<file path="config.mk">
export PLATFORM = sky130hd
export DESIGN_NAME = eth_measurer_tx
export DESIGN_NICKNAME = d
export VERILOG_FILES = /design/src/rtl/eth_measurer_pkg.sv /design/src/rtl/eth_measurer_tx.sv
export SDC_FILE = /design/constraint.sdc
export NUM_CORES = 1
export LEC_CHECK = 0
export ABC_AREA = 1
export BUFFER_PORTS_ARGS = -buffer_cell sky130_fd_sc_hd__buf_2
export CORE_MARGIN = 8
export CORE_UTILIZATION = 51
export CTS_BUF_LIST = sky130_fd_sc_hd__clkbuf_8
export DETAILED_ROUTE_END_ITERATION = 8
export PLACE_DENSITY_LB_ADDON = 0.2
export SLEW_MARGIN = 25
export SYNTH_ARGS = -nofsm -noshare
export SYNTH_HDL_FRONTEND = slang
export SYNTH_SLANG_ARGS = --single-unit
</file>
<file path="constraint.sdc">
create_clock -name clk -period 15.85 [get_ports clk]
set_clock_uncertainty 0.15 [all_clocks]
set_input_delay 3.17 -clock clk [delete_from_list [all_inputs] [get_ports clk]]
set_output_delay 3.17 -clock clk [all_outputs]
set_load 0.1 [all_outputs]
</file>
<file path="src/rtl/eth_measurer_pkg.sv">
// eth_measurer_pkg: shared state type, header layout offsets and constants for the latency measurer TX/RX paths
package eth_measurer_pkg;
  typedef enum logic [1:0] {ST_IDLE, ST_HEADER, ST_PAD} tx_state_t;
  localparam int HDR_BYTES = 26;
  localparam int HDR_BITS = HDR_BYTES * 8;
  localparam logic [47:0] BCAST_MAC = 48'hFFFF_FFFF_FFFF;
  localparam int DST_OFF = 0;
  localparam int SRC_OFF = 6;
  localparam int TYPE_OFF = 12;
  localparam int ID_OFF = 14;
  localparam int PING_OFF = 18;
endpackage

</file>
<file path="src/rtl/eth_measurer_tx.sv">
// eth_measurer_tx: streams one broadcast ping frame per trigger as 8-bit AXI-Stream toward the TEMAC.
// ETH_MEASURER_TX_TIMESTAMP_EN adds current_time/tx_time/tx_time_valid for byte-0 timestamping.
module eth_measurer_tx
  import eth_measurer_pkg::*;
#(
  parameter logic [47:0] src_mac = 48'h00_00_00_00_00_00,
  parameter logic [31:0] identifier = 32'h0000_0000,
  parameter logic [15:0] ethertype = 16'h0800,
  parameter logic [15:0] frame_size = 16'd60,
  parameter logic [63:0] ping_init = 64'h0
) (
  input  logic        clk,
  input  logic        rst,
  input  logic        trigger,
  output logic        busy,
  output logic [63:0] ping_id,
  output logic [7:0]  m_axis_tdata,
  output logic        m_axis_tkeep,
  output logic        m_axis_tlast,
  output logic        m_axis_tvalid,
  input  logic        m_axis_tready
`ifdef ETH_MEASURER_TX_TIMESTAMP_EN
  ,
  input  logic [63:0] current_time,
  output logic [63:0] tx_time,
  output logic        tx_time_valid
`endif
);
  localparam logic [15:0] LAST_IDX = frame_size - 16'd1;
  tx_state_t state, state_nx;
  logic [HDR_BITS-1:0] hdr;
  logic [15:0] cnt;
  logic [63:0] ping_cnt, tx_ping;
  logic pending, hs, start, finish;
  assign m_axis_tvalid = state != ST_IDLE;
  assign busy = m_axis_tvalid;
  assign m_axis_tkeep = m_axis_tvalid;
  // Header drains from the top byte; zeros shifted in behind it form the padding.
  assign m_axis_tdata = hdr[HDR_BITS-1 -: 8];
  assign m_axis_tlast = m_axis_tvalid && cnt == LAST_IDX;
  assign hs = m_axis_tvalid && m_axis_tready;
  assign start = state == ST_IDLE && (trigger || pending);
  assign finish = hs && m_axis_tlast;
  always_comb begin
    state_nx = state;
    if (start) state_nx = ST_HEADER;
    else if (finish) state_nx = ST_IDLE;
    else if (hs && state == ST_HEADER && cnt == 16'(HDR_BYTES - 1)) state_nx = ST_PAD;
  end
  always_ff @(posedge clk or posedge rst)
    if (rst) begin
      state <= ST_IDLE;
      hdr <= '0;
      cnt <= '0;
      pending <= 1'b0;
      ping_cnt <= ping_init;
      tx_ping <= '0;
      ping_id <= '1;
    end else begin
      state <= state_nx;
      pending <= start ? 1'b0 : pending || (trigger && busy);
      if (start) begin
        hdr <= {BCAST_MAC, src_mac, ethertype, identifier, ping_cnt};
        tx_ping <= ping_cnt;
      end else if (hs) begin
        hdr <= {hdr[HDR_BITS-9:0], 8'h00};
      end
      if (hs) cnt <= finish ? '0 : cnt + 16'd1;
      if (finish) begin
        ping_id <= tx_ping;
        ping_cnt <= ping_cnt + 64'd1;
      end
    end
`ifdef ETH_MEASURER_TX_TIMESTAMP_EN
  always_ff @(posedge clk or posedge rst)
    if (rst) begin
      tx_time <= '0;
      tx_time_valid <= 1'b0;
    end else begin
      tx_time_valid <= finish;
      if (hs && cnt == '0) tx_time <= current_time;
    end
`endif
endmodule
</file>
==> results of run 1 <==
layout make-up:
class	instances	area [um^2]	area share (%)
inverters	227	868	4.39
multi-input cells	1186	5870	29.7
clock buffers	89	1220	6.19
well taps	455	569	2.88
repair buffers	91	502	2.53
clock inverters	39	195	0.986
flip-flops and latches	419	10600	53.4
power by group through the flow:
stage,Combinational (mW),Sequential (mW),Clock (mW)
floorplan,0.383,1.36,0
global placement,0.445,1.38,0
detailed placement,0.457,1.38,0
CTS,0.459,1.37,0.980
global route,0.516,1.39,1.03
finish,0.453,1.37,0.954
registers in the layout (all words and copies together), names as in the netlist:
register,count
ping_id,64
ping_cnt,64
tx_ping,64
hdr,208
state,2
pending,1
cnt,16
path summary, 6_finish.rpt:
| check | endpoint | slack, ns | depth (start not counted) |
|---|---|---|---|
| setup reg to reg | ping_cnt[14]$_DFFE_PP0N_ | 12.40 | 8 |
| hold / removal | ping_id[6]$_DFFE_PP1N_ | 0.32 | 2 |
| min in group asynchronous | hdr[187]$_DFFE_PP0P_ | 2.53 | 2 |
| setup / recovery | m_axis_tlast | 10.09 | 6 |
| max in group asynchronous | tx_ping[35]$_DFFE_PP0P_ | 10.22 | 5 |
| hold reg to reg | ping_id[6]$_DFFE_PP1N_ | 0.32 | 2 |
layer usage:
metal  vias up  part of all wire (%)  GRT usage (%)
met1      6369                    48           29.6
li1       6340                     -              -
met2       272                    46           30.9
met4         2                   2.3           6.32
met5         -                 0.029              0
met3        79                   4.4           3.78
critical path: stages (launching register included):
cell and delay (ns):
dfrtp_1 0.42, ha_1 0.28, nand3_1 0.12, nor2_2 0.26, nand2_1 0.12, nor2_1 0.17
buf_2 0.46
synth_stat cells (all sizes together):
library cell,count,area (um^2)
o221ai,22,193
ha,3,37.5
clkinv,1,5.00
o22ai,9,56.3
nand3,62,315
xor2,32,280
dfstp,64,1680
nand4,17,121
inv,226,848
o311ai,6,52.6
nand3b,27,203
o21ai,227,1140
xnor2,11,96.3
clkbuf,43,161
nand2,395,1500
nor2,280,1220
o211ai,22,165
or2,1,6.26
a31oi,1,6.26
and3,1,6.26
buf,54,320
nor4,2,12.5
a21oi,10,50.1
a22oi,40,300
dfrtp,355,8880
nor3,17,90.1
nor3b,1,7.51
cell families (layout without fill, tap and decap cells):
family                     Yosys count  count (layout)  synth area share, %
DFF                                419             419                 59.5
AOI/OAI and AO/OA                  337             337                 11.0
xor gates and xnor gates            43              43                 2.12
buffers and inverters              324             446                 7.52
adders and majority gates            3               3                0.211
and+or+nand+nor                    803             803                 19.6
metrics by stage:
stage | total power, mW | area [um^2] | cells
floorplan | 1.74 | 17800 | 1929
global placement | 1.82 | 18300 | 2377
detailed placement | 1.84 | 18300 | 2377
CTS | 2.81 | 19800 | 2505
global route | 2.94 | 19800 | 2506
finish | 2.77 | 19800 | 2506
==> flow_summary.ini, run 1 <==
[placed_design]
gp_congestion = 0.909
hpwl_mm = 27.3
io_buffers = 79
dp_slack_ns = 8.89

[floorplan]
row_count = 68
core-area_um2 = 34500
die_w_um = 203
initial_core_util_pct = 51.5
die-area_um2 = 41100
num_io_pins = 80
die_y_um = 203

[clock_network]
cts_tree = done
cts.sinks = 419
post_cts_resize_count = 0
hold_buffers = 0
root_buffer = clkbuf_8
cts_buffer_depth = 3
clkLatencyLatePin_ns = 0.61
post_cts_buffers = 0
clkTransAtPathRegs_ns = 0.06
cts_buffers = 72
cts-htree-levels = 3

[global_route]
track_usage_pct = 20.4
grt_max_degree = 145
grt_pass1_wl_mm = 68.7
grt_pass1_vias = 12900
antenna_found_initial = 1
grt-ovfl-total = 0

[layout]
final_core_util_pct = 57.5
final_cell_mix = nand2_1 (390), dfrtp_1 (355), nor2_1 (253), inv_1 (249), o21ai_0 (184)
antennaDiodeCount = 0
final_common_cell = nand2_1
drive_gt1_share_pct = 14.5
n_fill_cell = 3048
area_growth_pct = 11.5
fin_nets = 2004

[setup_path]
crit_path_end_kind = primary output
worstPathArrival_ns = 2.44
crit_type = reg2out
required_ns = 12.53
reg2reg_from = state[1]$_DFFE_PP0P_
crit_path_start = cnt[0]$_DFFE_PP0P_
cp-start-kind = register
crit_fanout = 6

[worst_hold_path]
min_path_type = reg2reg
hp-start = ping_id[6]$_DFFE_PP1N_

[yosys]
netlist_area_um2 = 17800
synth_seq_area_share_pct = 59.5
yosys_warnings = 0
synth_nets = 1936
synth_cells = 1929
synth_seq_cells = 419
ys_types = 41
syn_avg_cell_area_um2 = 9.21

[pwr]
leakage_nw = 9.34
worst_ir_drop_vdd_mv = 0.100
clock_power_share_pct = 34.4
p_switching_mw = 0.845
p_per_area_nw_per_um2 = 140
p_int_mw = 1.93
p_comb_share_pct = 16.4
swShare_pct = 30.5
p_seq_share_pct = 49.3

[sta]
worstMarginPinSlew_ns = 0.931
grt_setup_unrepaired = no
setup_ws_ns = 10.09
fin_crit_sh_pct = 36.3
hold_ws_ns = 0.321
timing.max_slew.rel_slack_pct = 37.9
slew_violations = 0
finalHoldViolCount = 0
fmax_ghz = 0.174
setup_viol = 0
tns_ns = 0
min_period_ns = 5.76

[route]
via_per_inst = 5.21
dr.pass1.iters = 5
drc_errors = 0
vias = 13100
routed_wl_mm = 41.5
wl_per_cell_um = 16.6
drt.antenna.violating_nets = 0
drt_first_iter_violations = 1069

[flow_run]
max-cap-violations = 0

[outcome]
status = complete, no violations
Power figures use the tool's default switching activity.
==> inputs of run 2 (changes only) <==
==> constraint.sdc (replaced) <==
create_clock -name clk -period 4.65 [get_ports clk]
set_clock_uncertainty 0.15 [all_clocks]
set_input_delay 0.93 -clock clk [delete_from_list [all_inputs] [get_ports clk]]
set_output_delay 0.93 -clock clk [all_outputs]
set_load 0.1 [all_outputs]
==> run 2 against run 1 <==
- final cell count is 0.24% lower
- worst hold slack got worse by 0.084 ns
- via count up 0.80%
- sequential cell count is the same
- setup slack worse by 9.0 ns
- sequential power grew to 3.4 times the previous value
- clock power rose to 3.2 times the previous value
- die area stayed put
- critical path type unchanged
- critical endpoint unchanged
- largest power group unchanged
==> flow_summary.ini, run 2 (synthesized netlist as in run 1, its figures left out) <==
[sta]
min_period_ns = 3.51
worstMarginPinSlew_ns = 0.854
slew_violations = 0
setup_viol = 0
grt_setup_unrepaired = no
fmax_ghz = 0.285
tns_ns = 0
fin_crit_sh_pct = 75.5
setup_ws_ns = 1.14
timing.max_slew.rel_slack_pct = 43.1
finalHoldViolCount = 0

[layout]
area_growth_pct = 11.4
antennaDiodeCount = 0
largest_reg_flops = 208
final_common_cell = nand2_1
drive_gt1_share_pct = 14.3
n_fill_cell = 3072
final_cell_mix = nand2_1 (390), dfrtp_1 (355), nor2_1 (253), inv_1 (247), o21ai_0 (184)
fin_nets = 2006
final_core_util_pct = 57.4
final_cell_count_no_fill = 2500
largest_register = hdr

[floorplan]
num_io_pins = 80
initial_core_util_pct = 51.5
die_y_um = 203
core-area_um2 = 34500
die_w_um = 203
row_count = 68
die-area_um2 = 41100

[outcome]
status = complete, no violations

[clock_network]
cts_tree = done
cts_buffers = 70
post_cts_buffers = 0
hold_buffers = 0
cts-htree-levels = 3
clkLatencyLatePin_ns = 0.62
cts_buffer_depth = 3
post_cts_resize_count = 0
cts.sinks = 419
clkTransAtPathRegs_ns = 0.06
root_buffer = clkbuf_8

[pwr]
swShare_pct = 30.4
worst_ir_drop_vdd_mv = 0.295
p_per_area_nw_per_um2 = 471
clock_power_share_pct = 33.3
p_comb_share_pct = 16.7
leakage_nw = 9.31
p_switching_mw = 2.83
p_seq_share_pct = 50.0
p_int_mw = 6.48

[route]
drt.antenna.violating_nets = 0
drt_first_iter_violations = 1050
dr.pass1.iters = 6
via_per_inst = 5.27
routed_wl_mm = 41.5
wl_per_cell_um = 16.6
vias = 13200
drc_errors = 0

[global_route]
grt_pass1_vias = 13100
antenna_found_initial = 0
grt_max_degree = 122
track_usage_pct = 20.6
grt-ovfl-total = 0
grt_pass1_wl_mm = 69.3

[setup_path]
r2r_slack_ns = 1.88
r2r_end = ping_cnt[61]$_DFFE_PP0N_
cp.depth = 6
required_ns = 3.57
cp_num_buf_inv = 1
crit_family = simple AND/OR/NAND/NOR gates
reg2reg_from = state[0]$_DFFE_PP0P_
reg2reg_depth = 9
worstPathCellList = ha_1, nand3_1, nor2_2, nand2_1, nor2_1, buf_2
crit_type = reg2out
crit_path_end_kind = primary output
endpoint = m_axis_tlast
crit_fanout = 6
max_stage_delay_ns = 0.45
worstPathArrival_ns = 2.43
cp-start-kind = register
crit_path_start = cnt[0]$_DFFE_PP0P_
cp_slowest_cell = buf_2

[placed_design]
gp_congestion = 0.916
dp.cells = 2382
dp_slack_ns = 1.40
io_buffers = 79
hpwl_mm = 27.8

[worst_hold_path]
min_path_type = in2async

[flow_run]
max-cap-violations = 0
## run 2: cell types whose count changed in the layout (fill, tap and decap cells not counted), sizes merged
| cell | delta |
|---|---|
| buf | +4 |
| bufinv | +1 |
| clkbuf | -9 |
| clkinv | -2 |
| clkinvlp | +2 |
| inv | -2 |
## run 2: stage by stage
stage                     power (mW)  cell area (um^2)  hold WS (ns)
final                           9.31             19800         0.237
after global routing            9.87             19800         0.252
after CTS                       9.43             19800         0.218
after detailed placement        6.27             18500         0.314
after global placement          6.22             18500         0.311
after floorplan                 5.94             17800         0.296
## run 2: per-layer routing
| layer | global-route usage, % | part of all wire (%) | up-vias | wire [um] |
|---|---|---|---|---|
| li1 | - | - | 6324 | - |
| met1 | 29.4 | 46 | 6411 | 19200 |
| met2 | 31.8 | 46 | 364 | 19100 |
| met3 | 3.62 | 5.9 | 68 | 2430 |
| met4 | 6.60 | 2.1 | 0 | 868 |
| met5 | 0 | 0 | - | 0 |
## run 2: worst min path at each step
stage / slack (ns) / end / cells past startpoint
finish: 0.24 / hdr[150]$_DFFE_PP0P_ / 2
global route: 0.25 / hdr[150]$_DFFE_PP0P_ / 2
global placement: 0.31 / ping_id[16]$_DFFE_PP1N_ / 2
floorplan: 0.30 / cnt[15]$_DFFE_PP0P_ / 1
detailed placement: 0.31 / ping_id[11]$_DFFE_PP1N_ / 2
CTS: 0.22 / hdr[150]$_DFFE_PP0P_ / 2
## run 2: worst register-to-register path, delay by kind of cell, from the launching register on
| kind | cells | cell delay, ns |
|---|---|---|
| buffers and inverters | 2 | 0.26 |
| AND/OR/NAND/NOR | 7 | 1.82 |
| flip-flops | 1 | 0.41 |
## run 2: final cells by class
cell class,count,area [um^2],area share (%)
multi-input combinational,1186,5870,29.7
tap,455,569,2.88
timing repair buffer,95,594,3.00
inverter,227,857,4.33
clock buffer,80,1100,5.57
sequential,419,10600,53.4
clock inverter,38,223,1.13
## run 2: power groups by stage
stage                     combinational [mW]  clock (mW)  sequential [mW]
after floorplan                         1.31           0             4.63
after global placement                  1.52           0             4.70
after detailed placement                1.57           0             4.70
after CTS                               1.58        3.20             4.65
after global routing                    1.77        3.37             4.74
final                                   1.55        3.10             4.65
==> inputs of run 3 (changes only) <==
==> constraint.sdc (replaced) <==
create_clock -name clk -period 3.13 [get_ports clk]
set_clock_uncertainty 0.15 [all_clocks]
set_input_delay 0.626 -clock clk [delete_from_list [all_inputs] [get_ports clk]]
set_output_delay 0.626 -clock clk [all_outputs]
set_load 0.1 [all_outputs]
==> run 3 against run 2 <==
- global-route usage grew 0.36 points
- largest cell class unchanged
- non-clock buffer count grew 11
- highest routed layer unchanged
- critical path depth is the same
- worst hold slack lost 0.066 ns
==> flow_summary.ini, run 3 (synthesized netlist as in run 1, its figures left out) <==
[placed_design]
hpwl_mm = 28.3
dp.cells = 2392
gp_congestion = 0.929
dp_slack_ns = 0.596
io_buffers = 79

[layout]
area_growth_pct = 12.6
final_cell_count_no_fill = 2522
fin_nets = 2018
multi_input_area_um2 = 5880
antennaDiodeCount = 0
drive_gt1_share_pct = 15.0
largest_reg_flops = 208
final_common_cell = nand2_1
largest_register = hdr
n_fill_cell = 3051
regArea_um2 = 10600
final_core_util_pct = 58.0
final_cell_mix = nand2_1 (390), dfrtp_1 (355), inv_1 (252), nor2_1 (252), o21ai_0 (184)

[sta]
hold_ws_ns = 0.171
min_period_ns = 2.92
setup_viol = 0
slew_violations = 0
tns_ns = 0
fmax_ghz = 0.343
timing.max_slew.rel_slack_pct = 42.8
fin_crit_sh_pct = 93.2
setup_ws_ns = 0.214
finalHoldViolCount = 0
grt_setup_unrepaired = no
worstMarginPinSlew_ns = 0.859

[worst_hold_path]
min_path_type = in2reg

[setup_path]
cp_num_buf_inv = 1
r2r_slack_ns = 0.66
cp.depth = 6
cp-start-kind = register
crit_path_end_kind = primary output
reg2reg_from = state[0]$_DFFE_PP0P_
reg2reg_depth = 7
r2r_end = ping_id[2]$_DFFE_PP1N_
crit_type = reg2out
worstPathArrival_ns = 2.14
crit_path_start = cnt[0]$_DFFE_PP0P_
cp_slowest_cell = dfrtp_1
worstPathCellList = ha_1, nand3_1, nor2_4, nand2_1, nor2_2, buf_6
crit_fanout = 6
endpoint = m_axis_tlast
crit_family = simple AND/OR/NAND/NOR gates
max_stage_delay_ns = 0.41
required_ns = 2.35

[pwr]
worst_ir_drop_vdd_mv = 0.406
p_switching_mw = 4.28
clock_power_share_pct = 33.8
swShare_pct = 30.6
p_per_area_nw_per_um2 = 699
p_int_mw = 9.70
p_comb_share_pct = 16.8
leakage_nw = 9.43
p_seq_share_pct = 49.4

[clock_network]
clkTransAtPathRegs_ns = 0.06
post_cts_buffers = 0
cts_buffers = 71
clkLatencyLatePin_ns = 0.61
root_buffer = clkbuf_8
cts-htree-levels = 3
cts_tree = done
cts.sinks = 419
cts_buffer_depth = 3

[route]
drt.antenna.violating_nets = 0
vias = 13400
drc_errors = 0
wl_per_cell_um = 16.8
drt_first_iter_violations = 1041
routed_wl_mm = 42.4
via_per_inst = 5.30
dr.pass1.iters = 7

[floorplan]
die-area_um2 = 41100
initial_core_util_pct = 51.5
row_count = 68
die_w_um = 203
num_io_pins = 80
core-area_um2 = 34500
die_y_um = 203

[outcome]
status = complete, no violations

[global_route]
antenna_found_initial = 0
grt-ovfl-total = 0
grt_max_degree = 135
grt_pass1_vias = 13400
grt_pass1_wl_mm = 70.5
track_usage_pct = 21.0

[flow_run]
max-cap-violations = 0
-- run 3: changes by cell type in the layout (fill, tap and decap cells not counted), sizes merged --
cell,before,now
bufinv,2,1
clkinvlp,5,4
buf,95,105
clkbuf,80,85
dlygate4sd3,0,1
clkinv,5,8
inv,253,258
-- run 3: how the worst min path moves through the flow --
stage,start,to,slack [ns],depth (start not counted)
2_1_floorplan,cnt[15]$_DFFE_PP0P_,cnt[15]$_DFFE_PP0P_,0.30,1
3_3_place_gp,ping_id[23]$_DFFE_PP1N_,ping_id[23]$_DFFE_PP1N_,0.31,2
3_5_place_dp,ping_id[23]$_DFFE_PP1N_,ping_id[23]$_DFFE_PP1N_,0.31,2
4_1_cts,trigger,pending$_DFF_PP0_,0.14,3
5_1_grt,trigger,pending$_DFF_PP0_,0.17,3
6_report,trigger,pending$_DFF_PP0_,0.17,3
-- run 3: final cells by class --
class	count	share of cell area, %
clock inverter	44	1.08
sequential	419	52.8
timing repair buffer	106	3.68
inverter	227	4.29
tap	455	2.85
multi-input combinational	1186	29.4
clock buffer	85	5.85
-- run 3: per-layer routing --
metal / track usage, % / wire length (um) / part of all wire, %
met5: 0 / 0 / 0
met4: 7.20 / 1100 / 2.6
met3: 4.14 / 2270 / 5.4
met2: 32.0 / 19300 / 46
met1: 29.8 / 19700 / 46
-- run 3: power by group through the flow --
stage          clock (mW)  combinational (mW)  sequential, mW
6_report             4.72                2.35            6.90
4_1_cts              4.87                2.38            6.91
3_5_place_dp            0                2.36            6.99
2_1_floorplan           0                1.94            6.88
5_1_grt              5.11                2.67            7.02
3_3_place_gp            0                2.31            6.97
-- run 3: repair_timing --
| action | CTS | global route |
|---|---|---|
| hold endpoints to repair | 7 | 0 |
| gates cloned | 0 | 0 |
| resized for setup | 1 | 3 |
| hold buffers | 1 | 0 |
| endpoints found under the setup margin | 1 | 1 |
-- run 3: per-stage QoR --
step	area [um^2]	total power [mW]
after floorplan	17800	8.82
after global placement	18600	9.27
after detailed placement	18600	9.35
after CTS	20000	14.2
after global routing	20000	14.8
final	20000	14.0
-- run 3: worst reg2reg max path, stage by stage (launching register included) --
cell and delay (ns):
dfrtp_1 0.40, inv_2 0.06, nand2_4 0.23, nand2_4 0.16, nor2_1 0.27, nand3_4 0.45, buf_4 0.42, o21ai_0 0.22
